==> config.mk <==
export PLATFORM = sky130hd
export DESIGN_NAME = tick_scheduler
export DESIGN_NICKNAME = d
export VERILOG_FILES = /design/src/rtl/tick_scheduler.sv
export SDC_FILE = /design/constraint.sdc
export NUM_CORES = 1
export LEC_CHECK = 0
export CAP_MARGIN = 10
export CELL_PAD_IN_SITES_DETAIL_PLACEMENT = 0
export CELL_PAD_IN_SITES_GLOBAL_PLACEMENT = 1
export CORE_MARGIN = 10
export CORE_UTILIZATION = 33
export DETAILED_ROUTE_END_ITERATION = 16
export GPL_ROUTABILITY_DRIVEN = 1
export GPL_TIMING_DRIVEN = 0
export PLACE_DENSITY = 0.7
export REMOVE_ABC_BUFFERS = 1
export SLEW_MARGIN = 15
export SYNTH_ARGS = -nofsm -noshare
export SYNTH_HDL_FRONTEND = slang
export SYNTH_SLANG_ARGS = --single-unit
==> constraint.sdc <==
create_clock -name clock_in -period 1.8 [get_ports clock_in]
set_input_delay 0.36 -clock clock_in [delete_from_list [all_inputs] [get_ports clock_in]]
set_output_delay 0.36 -clock clock_in [all_outputs]
set_load 0.05 [all_outputs]
==> src/rtl/tick_scheduler.sv <==
// tick_scheduler: clock-enable scheduler for the vending machine.
//
// Makes single-cycle enable pulses for the debounce, display-refresh and
// one-second timebases from clock_in, and runs a countdown timer that the
// vending FSM uses for timeouts. The timer counts in seconds ticks. No clocks
// are derived here; consumers use the ticks as clock enables.
//
// Ports:
//   clock_in        system clock, rising edge
//   reset           synchronous, active-high; overrides all other inputs
//   enable          global run; low freezes prescalers and timer decrement
//   timer_start     one-cycle pulse: load timer_val and run
//   timer_val       timeout in seconds, sampled with timer_start
//   timer_cancel    one-cycle pulse: abort the timer, no expiry (beats start)
//   tick_debounce   one-cycle pulse every DEB_DIV enabled cycles
//   tick_refresh    one-cycle pulse every REF_DIV enabled cycles
//   tick_second     one-cycle pulse every SEC_DIV enabled cycles
//   timer_busy      high while the timer runs
//   timer_remaining seconds left, 0 when idle
//   timer_expired   one-cycle pulse on timeout
module tick_scheduler #(
  parameter int unsigned DEB_DIV = 4,
  parameter int unsigned REF_DIV = 8,
  parameter int unsigned SEC_DIV = 16,
  parameter int unsigned TIMER_W = 8
) (
  input  logic               clock_in,
  input  logic               reset,
  input  logic               enable,
  input  logic               timer_start,
  input  logic [TIMER_W-1:0] timer_val,
  input  logic               timer_cancel,
  output logic               tick_debounce,
  output logic               tick_refresh,
  output logic               tick_second,
  output logic               timer_busy,
  output logic [TIMER_W-1:0] timer_remaining,
  output logic               timer_expired
);

  if (DEB_DIV < 2 || REF_DIV < 2 || SEC_DIV < 2) begin : gen_div_check
    $error("tick_scheduler: every DIV parameter must be at least 2");
  end

  localparam int unsigned DebW = $clog2(DEB_DIV);
  localparam int unsigned RefW = $clog2(REF_DIV);
  localparam int unsigned SecW = $clog2(SEC_DIV);

  typedef enum logic [0:0] {StIdle, StRun} state_e;

  logic [DebW-1:0]    deb_cnt_q, deb_cnt_d;
  logic [RefW-1:0]    ref_cnt_q, ref_cnt_d;
  logic [SecW-1:0]    sec_cnt_q, sec_cnt_d;
  logic               deb_tick_q, deb_tick_d;
  logic               ref_tick_q, ref_tick_d;
  logic               sec_tick_q, sec_tick_d;
  state_e             state_q, state_d;
  logic [TIMER_W-1:0] rem_q, rem_d;
  logic               busy_q, busy_d;
  logic               expired_q, expired_d;

  logic deb_wrap, ref_wrap, sec_wrap;
  logic sec_realign;

  assign deb_wrap = enable && (deb_cnt_q == DebW'(DEB_DIV - 1));
  assign ref_wrap = enable && (ref_cnt_q == RefW'(REF_DIV - 1));
  assign sec_wrap = enable && (sec_cnt_q == SecW'(SEC_DIV - 1));

  // Timer next state. Cancel beats start; start beats a decrement.
  always_comb begin
    state_d     = state_q;
    rem_d       = rem_q;
    busy_d      = busy_q;
    expired_d   = 1'b0;
    sec_realign = 1'b0;
    if (timer_cancel) begin
      state_d = StIdle;
      rem_d   = '0;
      busy_d  = 1'b0;
    end else if (timer_start) begin
      if (timer_val != '0) begin
        state_d     = StRun;
        rem_d       = timer_val;
        busy_d      = 1'b1;
        // Restart the seconds phase so N seconds is exactly N*SEC_DIV cycles.
        sec_realign = 1'b1;
      end else begin
        state_d   = StIdle;
        rem_d     = '0;
        busy_d    = 1'b0;
        expired_d = 1'b1;
      end
    end else if (state_q == StRun && sec_wrap) begin
      if (rem_q > TIMER_W'(1)) begin
        rem_d = rem_q - TIMER_W'(1);
      end else begin
        state_d   = StIdle;
        rem_d     = '0;
        busy_d    = 1'b0;
        expired_d = 1'b1;
      end
    end
  end

  // Prescalers: count only while enabled, wrap at DIV-1.
  always_comb begin
    deb_cnt_d  = deb_cnt_q;
    ref_cnt_d  = ref_cnt_q;
    sec_cnt_d  = sec_cnt_q;
    deb_tick_d = deb_wrap;
    ref_tick_d = ref_wrap;
    sec_tick_d = sec_wrap;
    if (enable) begin
      deb_cnt_d = deb_wrap ? '0 : deb_cnt_q + DebW'(1);
      ref_cnt_d = ref_wrap ? '0 : ref_cnt_q + RefW'(1);
      sec_cnt_d = sec_wrap ? '0 : sec_cnt_q + SecW'(1);
    end
    if (sec_realign) begin
      sec_cnt_d = '0;
    end
  end

  always_ff @(posedge clock_in) begin
    if (reset) begin
      deb_cnt_q  <= '0;
      ref_cnt_q  <= '0;
      sec_cnt_q  <= '0;
      deb_tick_q <= 1'b0;
      ref_tick_q <= 1'b0;
      sec_tick_q <= 1'b0;
      state_q    <= StIdle;
      rem_q      <= '0;
      busy_q     <= 1'b0;
      expired_q  <= 1'b0;
    end else begin
      deb_cnt_q  <= deb_cnt_d;
      ref_cnt_q  <= ref_cnt_d;
      sec_cnt_q  <= sec_cnt_d;
      deb_tick_q <= deb_tick_d;
      ref_tick_q <= ref_tick_d;
      sec_tick_q <= sec_tick_d;
      state_q    <= state_d;
      rem_q      <= rem_d;
      busy_q     <= busy_d;
      expired_q  <= expired_d;
    end
  end

  assign tick_debounce   = deb_tick_q;
  assign tick_refresh    = ref_tick_q;
  assign tick_second     = sec_tick_q;
  assign timer_busy      = busy_q;
  assign timer_remaining = rem_q;
  assign timer_expired   = expired_q;

endmodule

### Word-level counts from Yosys, hierarchy flattened

Cells that the tools add are included.

* add/sub/neg operators: 4
* order comparisons: 1
* equal/unequal tests: 4
* mux-type cells: 17
* reductions and logical operators: 9

Operators by type and width (number)
* 2-to-1 mux 8 bit: 4
* 2-to-1 mux 1 bit: 10
* greater-than comparator 8 x 1 -> 1 bit, second input constant: 1
* nonzero test 8 bit: 1
* subtractor 8 x 1 -> 8 bit, second input constant: 1
* adder 4 x 1 -> 4 bit, second input constant: 1
* equality test 4 bit, second input constant: 1
* logical AND 1 bit: 4
* 2-to-1 mux 4 bit: 1
* OR reduction 2 bit: 2
* adder 3 x 1 -> 3 bit, second input constant: 1
* equality test 3 bit, second input constant: 1
* 2-to-1 mux 3 bit: 1
* adder 2 x 1 -> 2 bit, second input constant: 1
* equality test 2 bit, second input constant: 1
* 2-to-1 mux 2 bit: 1
* inequality test 2 bit, second input constant: 1
* AND reduction 2 bit: 1
* nonzero test 2 bit: 1

* flip-flop bits (word level): 22
* output and inout port bits: 13
* logic and storage cells: 44

### Longest topological paths before layout

Gate-level depths: netlist of the first run.

* depth after elaboration: 5
* depth in mapped cells: 6
* mapped depth without buffers: 6

### Worst setup path after synthesis of the first run

Ideal clock, no wire load.

* kind: register to register
* start: register rem_q[0], in the netlist timer_remaining[0]
* end: register rem_q[3], in the netlist timer_remaining[3]
* arrival: 1.902 ns
* setup slack: -0.176 ns
* cell stages (with the launch flop): 7
* buffers on the path: 0
* clock period less this slack: 1.976 ns
* path through: dfxtp_1 inv_1 ha_1 o21bai_1 nor4b_2 or4_1 a31oi_1

* word-level cells in the longest chain between the ends: 4
* elaborated cells on any way between the ends: 5
* classes of those cells: add/sub: 1; order compare: 1; mux: 3

Ends and longest elaborated chain
* from (decl): RTL line 58 `logic [TIMER_W-1:0] rem_q, rem_d;`
* from (signal assigned): RTL line 143 `rem_q <= rem_d;`
* subtractor 8 x 1 -> 8 bit / greater-than comparator 8 x 1 -> 1 bit (equally long branches): RTL line 95, 94
* 2-to-1 mux 8 bit *: RTL line 94 `if (rem_q > TIMER_W'(1)) begin`
* 2-to-1 mux 8 bit *: RTL line 93 `end else if (state_q == StRun && sec_wrap) begin`
* 2-to-1 mux 8 bit *: RTL line 80 `end else if (timer_start) begin`

Mark *: on every way between the ends. The rest lies on a longest branch, timed or not. The select of a mux whose other input is x is not followed.
A chain may end at the register's enable or synchronous reset.

### Final worst setup path of the first run

* start: register rem_q[4], in the netlist timer_remaining[4]
* end: output timer_remaining[4]

RTL lines
* to (decl): RTL line 37 `output logic [TIMER_W-1:0] timer_remaining,`

No word-level cell between the ends.

==> summary.md, run 1 <==
| Metric | Value |
|---|---|
| Layout cell share with drive strength beyond 1 | `0.152` |
| Final net count | `171` |
| Seq pwr share | `0.482` |
| Number of H-tree levels | `1` |
| Initial core utilization | `0.343` |
| TritonCTS clock tree | `built` |
| DRC | `0` |
| CTS sink cnt | `22` |
| Final core occ | `0.454` |
| First-pass GRT wire length | `4780 um` |
| Sw frac | `0.255` |
| Met3 wire len | `189 um` |
| Routability cong. | `around 0.75` |
| CP bufs+invs | `1` |
| Final Non-Filler Cells | `197` |
| Largest stage delay, worst path | `570 ps` |
| Root buffer cell | `clkbuf_4` |
| Drt first pass iters | `4` |
| R2R setup slack | `100 ps` |
| Cells after synthesis | `127` |
| Dpl ws | `-601 ps` |
| # fillers | `369` |
| Fin worst setup slack | `80.6 ps` |
| Post-synthesis sequential area ratio | `0.382` |
| Synth warn | `0` |
| WHS Path Cells | `3` |
| Req. time, crit path | `1440 ps` |
| Max Slew Vio Count | `0` |
| Wl on met1 | `about 1300 um` |
| Initial antenna violation count | `0` |
| Max-Cap Viols | `0` |
| Cell-internal power | `0.000809 W` |
| Psw | `about 0.00028 W` |
| Num rows | `21` |
| VDD IR max | `299 uV` |
| Clock-pin slew on the worst setup and hold paths | `about 130 ps` |
| Vias in the first global route | `between 1k and 1.5k` |
| Routed vias/inst | `5.21` |
| Crit path cell chain | `dlygate4sd2_1` |
| IO Pins | `26` |
| Distinct cells, synth | `40` |
| Fin crit share | `0.955` |
| R2R cell count | `5` |
| Clock Power Share | `0.351` |
| Post-DP HPWL | `approximately 2100 um` |
| Total number of vias | `between 1k and 1.5k` |
| Die extent in x | `79.1 um` |
| CP delay by family, top | `buffers and inverters` |
| Hold crit path type | `primary input to flop` |
| PwrDens | `between 700 and 800 nW/um^2` |
| Combinational Power Share | `0.167` |
| Run status | `finished, final reports clean` |
| Crit start category | `flop` |
| Hold Vio Cnt, Final | `0` |
| Clk Latency, worst-skew pair | `between 300 and 400 ps` |
| Reg2reg end | `timer_remaining[3]` |
| Slowest CP cell | `dlygate4sd2_1` |
| Async S/R FF share, synth | `0` |
| Max Fanout on Critical Path | `6` |
| Synth-to-layout area growth | `32.6%` |
| Reg2reg start | `sec_cnt_q[1]` |
| Highest clock rate | `between 500 and 600 MHz` |
| # port buffers | `25` |
| Critical path class | `flop to primary output` |
| Most common cell after layout, fill and taps aside | `dfxtp_1` |
| Number of synthesized flops with an enable pin | `0` |
| Prevailing post-synth register cell | `dfxtp_1` |
| Inserted Clock Buffers | `3` |
| Congestion Overflow GR | `0` |
| Routed Antenna Nets | `0` |
| Antenna Cells | `0` |
| Core ar. | `3360 sq um` |
| Final setup viols | `0` |
| Hold path startpoint | `enable` |
| Leakage | `around 0.65 nW` |
| Wirelength, routed | `roughly 2900 um` |
| Final Critical Period | `1720 ps` |
| Endpoint arrival time on the critical path | `1360 ps` |
| Most frequent cells in the layout | `18 x dfxtp_1, 12 x dlygate4sd2_1, 10 x nand2_1, 10 x nor2_1, 9 x clkdlybuf4s50_1` |
| RSZ-0062 raised after global routing | `yes` |
| DIE HEIGHT | `79.1 um` |
| Min-Delay Endpoint | `ref_cnt_q[2]` |
| Clock skew | `6.86 ps` |
| Critical Path End Type | `primary output` |
| Post-Place Cells | `192` |
| Hold_buf cts | `0` |
| WHS | `486 ps` |
| Relative slew slack | `0.496` |
| Synthesized area | `1150 sq um` |
| Max clock buf depth | `2` |
| Die area | `6260 sq um` |
| Total GRT Usage | `0.0924` |
| Post-synthesis register bit count | `22` |
| DR WL met2 | `1370 um` |
| Power Total | `about 0.0011 W` |
| DR top layer | `met4` |
| Worst-Margin Slew | `756 ps` |
| Starting DRT DRC Count | `between 40 and 50` |
| Post-Synthesis Mean Instance Area | `9.07 sq um` |
| DR WL/cell | `14.6 um` |
| Largest net degree at the start of global routing | `26` |
[worst max-delay path by stage]
stage | from | endpoint | slack, ps | depth (start not counted)
after floorplan | timer_remaining[0] | timer_remaining[3] | -180 | 6
after global placement | enable | timer_remaining[4] | -540 | 5
after detailed placement | enable | timer_remaining[3] | -600 | 5
after CTS | sec_cnt_q[0] | timer_remaining[3] | 10 | 5
after global routing | sec_cnt_q[1] | timer_remaining[4] | -20 | 5
final | timer_remaining[4] | timer_remaining[4] | 80 | 1
[cell type report]
class,count,area [sq um],area share
multi-input cells,95,716,0.468
flip-flops and latches,22,453,0.296
repair buffers,26,234,0.153
well taps,46,57.6,0.0377
clock inverters,1,30.0,0.0197
clock buffers,3,22.5,0.0147
inverters,4,15.0,0.00983
[routing by layer]
metal	GRT usage	vias up
li1	-	521
met1	0.112	477
met2	0.151	24
met3	0.0315	4
met4	0.0269	0
met5	0	-
[kinds of logic (layout without fill, tap and decap cells)]
| group | after synthesis | after routing | synth area share |
|---|---|---|---|
| compound gates | 25 | 25 | 0.149 |
| xor+xnor | 4 | 4 | 0.0304 |
| fa+ha+maj | 6 | 6 | 0.0651 |
| buf+inv | 10 | 34 | 0.0391 |
| flops | 22 | 22 | 0.382 |
| mux | 3 | 3 | 0.0261 |
| simple gates | 57 | 57 | 0.308 |
[synth_stat cells (all sizes together), types with 2 or more instances]
cell,count,share of area
dfxtp,22,0.38
nand2,11,0.042
nor2,10,0.033
or4,7,0.046
a21oi,6,0.026
ha,6,0.065
nand3b,6,0.039
a31oi,5,0.027
clkbuf,5,0.016
inv,4,0.013
nor3,4,0.017
mux2i,3,0.026
nand2b,3,0.016
nor2b,3,0.016
xor2,3,0.023
a22oi,2,0.013
and3b,2,0.015
nand4b,2,0.015
nor3b,2,0.017
o21bai,2,0.013
o22ai,2,0.011
[flip-flops by register name (all words and copies together), names as in the netlist]
name	count
deb_cnt_q	2
ref_cnt_q	3
sec_cnt_q	4
tick_debounce	1
tick_refresh	1
tick_second	1
timer_busy	1
timer_expired	1
timer_remaining	8
[repair_timing]
action,4_1_cts,5_1_grt
gates resized for setup,26,14
pin swaps,1,1
setup endpoints to repair,22,12
buffers inserted,0,1
[worst register-to-register path, delay by kind of cell (launching register included)]
kind                       cells  cell delay (ps)
AOI/OAI and AO/OA              1              170
adders and majority gates      1              150
DFF                            1              390
and+or+nand+nor                3              920
[metrics by stage]
| step | area, sq um | TNS [ps] |
|---|---|---|
| 2_1_floorplan | 1120 | -1050 |
| 3_3_place_gp | 1430 | -5430 |
| 3_5_place_dp | 1430 | -6020 |
| 4_1_cts | 1490 | 0 |
| 5_1_grt | 1530 | -15.3 |
| 6_report | 1530 | 0 |
[power groups by stage]
stage | registers [W] | clock network (W) | logic [W]
after floorplan | 0.000557 | 0 | 0.0000763
after global placement | 0.000534 | 0 | 0.000174
after detailed placement | 0.000535 | 0 | 0.000178
after CTS | 0.000524 | 0.000399 | 0.000175
after global routing | 0.000527 | 0.000421 | 0.000201
final | 0.000523 | 0.000381 | 0.000182
Power figures use the tool's default switching activity.
==> inputs of run 2 (changes only) <==
--- a/config.mk
+++ b/config.mk
@@ -9,11 +9,11 @@
 export CELL_PAD_IN_SITES_DETAIL_PLACEMENT = 0
 export CELL_PAD_IN_SITES_GLOBAL_PLACEMENT = 1
 export CORE_MARGIN = 10
-export CORE_UTILIZATION = 33
+export CORE_UTILIZATION = 39
 export DETAILED_ROUTE_END_ITERATION = 16
-export GPL_ROUTABILITY_DRIVEN = 1
+export GPL_ROUTABILITY_DRIVEN = 0
 export GPL_TIMING_DRIVEN = 0
-export PLACE_DENSITY = 0.7
+export PLACE_DENSITY = 0.78
 export REMOVE_ABC_BUFFERS = 1
 export SLEW_MARGIN = 15
 export SYNTH_ARGS = -nofsm -noshare
==> constraint.sdc (replaced) <==
create_clock -name clock_in -period 2.2 [get_ports clock_in]
set_input_delay 0.44 -clock clock_in [delete_from_list [all_inputs] [get_ports clock_in]]
set_output_delay 0.44 -clock clock_in [all_outputs]
set_load 0.05 [all_outputs]
==> run 2 against run 1 <==
Effect of this change:
- routed wire length shrank 8.2%
- critical path depth is the same
- first-iteration DRC count grew 39%
- cell area fell by 5.2%
- sequential cell count unchanged
- utilization rose by 6.6 points
- via count shrank 1.5%
- largest cell class unchanged
- highest routed layer unchanged
==> summary.md, run 2 (synthesized netlist as in run 1, its figures left out) <==
| Metric | Value |
|---|---|
| Setup bufs post-CTS | `0` |
| Final Critical Period | `2130 ps` |
| Most common cell after layout, fill and taps aside | `clkdlybuf4s50_1` |
| CP bufs+invs | `1` |
| Most frequent cells in the layout | `25 x clkdlybuf4s50_1, 22 x dfxtp_1, 10 x nand2_1, 10 x nor2_1, 7 x or4_1` |
| DRC | `0` |
| Max-Cap Viols | `0` |
| Post-DP HPWL | `1990 um` |
| Clock Power Share | `0.286` |
| Crit path cell chain | `clkdlybuf4s50_1` |
| Highest clock rate | `469 MHz` |
| Clock skew | `9.88 ps` |
| Number of H-tree levels | `1` |
| Fin crit share | `0.970` |
| Endpoint arrival time on the critical path | `1690 ps` |
| Final Cell Area | `1450 sq um` |
| Layout cell share with drive strength beyond 1 | `0.0600` |
| Total GRT Usage | `0.101` |
| Combinational Power Share | `0.179` |
| Worst-Margin Slew | `roughly 750 ps` |
| Total number of vias | `between 1k and 1.5k` |
| Max reg flops | `8` |
| PwrDens | `about 550 nW/um^2` |
| # port buffers | `25` |
| DR WL/cell | `approximately 15 um` |
| Routed Antenna Nets | `0` |
| Root buffer cell | `clkbuf_4` |
| Core ar. | `2780 sq um` |
| Vias in the first global route | `990` |
| Congestion Overflow GR | `0` |
| Synth-to-layout area growth | `25.6%` |
| Starting DRT DRC Count | `64` |
| Hold Vio Cnt, Final | `0` |
| VDD IR max | `399 uV` |
| Die extent in x | `74.4 um` |
| Cell-internal power | `0.000579 W` |
| CP delay by family, top | `buffers and inverters` |
| Slowest CP cell | `clkdlybuf4s50_1` |
| Run status | `finished, final reports clean` |
| Max Slew Vio Count | `0` |
| Req. time, crit path | `between 1500 and 2000 ps` |
| Antenna Cells | `0` |
| Dpl cell area | `1410 sq um` |
| Hold_buf cts | `0` |
| Wirelength, routed | `2630 um` |
| Critical path class | `flop to primary output` |
| Crit start category | `flop` |
| Largest stage delay, worst path | `870 ps` |
| CTS sink cnt | `22` |
| Final net count | `170` |
| Inserted Clock Buffers | `3` |
| Seq pwr share | `0.535` |
| Initial antenna violation count | `0` |
| Power Total | `about 0.00080 W` |
| TritonCTS clock tree | `built` |
| Num rows | `19` |
| Routed vias/inst | `5.59` |
| Post-CTS Resized | `0` |
| Initial core utilization | `0.414` |
| Largest net degree at the start of global routing | `26` |
| Drt first pass iters | `4` |
| Hold crit path type | `flop to flop` |
| IO Pins | `26` |
| Sw frac | `0.277` |
| Max clock buf depth | `2` |
| Relative slew slack | `0.501` |
| Psw | `0.000222 W` |
| Critical Path End Type | `primary output` |
| Final setup viols | `0` |
| Max Fanout on Critical Path | `8` |
| First-pass GRT wire length | `4530 um` |
| Clk Latency, worst-skew pair | `320 ps` |
| RSZ-0062 raised after global routing | `no` |
| # fillers | `around 270` |
| Die area | `5530 sq um` |
| Clock-pin slew on the worst setup and hold paths | `130 ps` |
| Leakage | `0.564 nW` |
| DIE HEIGHT | `74.4 um` |
## run 2: per-layer routing
layer	vias up	GRT usage	share of wire
li1	517	-	-
met1	469	0.133	0.50
met2	21	0.152	0.43
met3	4	0.0293	0.058
met4	0	0.0427	0.013
met5	-	0	0
## run 2: stage by stage
stage	hold WS [ps]	cells	util	setup TNS [ps]	worst slack [ps]
global placement	459	177	0.507	-1040	-203
finish	491	181	0.520	0	66.1
detailed placement	480	177	0.507	-1300	-216
floorplan	443	121	-	0	224
global route	553	181	0.520	0	6.73
CTS	497	181	0.520	0	53.8
## run 2: final timing paths
path | cells past startpoint | slack (ps) | startpoint | to
min | 2 | 490 | ref_cnt_q[2] | ref_cnt_q[2]
min reg2reg | 2 | 490 | ref_cnt_q[2] | ref_cnt_q[2]
max reg2reg | 6 | 340 | timer_remaining[0] | timer_remaining[7]
max | 1 | 70 | timer_remaining[2] | timer_remaining[2]
## run 2: power groups by stage
stage	Combinational [W]	Clock [W]	Sequential, W
3_3_place_gp	0.000142	0	0.000436
5_1_grt	0.000159	0.000253	0.000431
4_1_cts	0.000144	0.000235	0.000428
6_report	0.000143	0.000229	0.000428
2_1_floorplan	0.0000624	0	0.000456
3_5_place_dp	0.000144	0	0.000437
## run 2: cell type report
cell class              count  area [sq um]  area share
flip-flops and latches     22           440       0.304
repair buffers             25           250       0.173
multi-input cells          95           667       0.461
inverters                   4          15.0      0.0104
clock buffers               4          36.3      0.0251
well taps                  31          38.8      0.0268
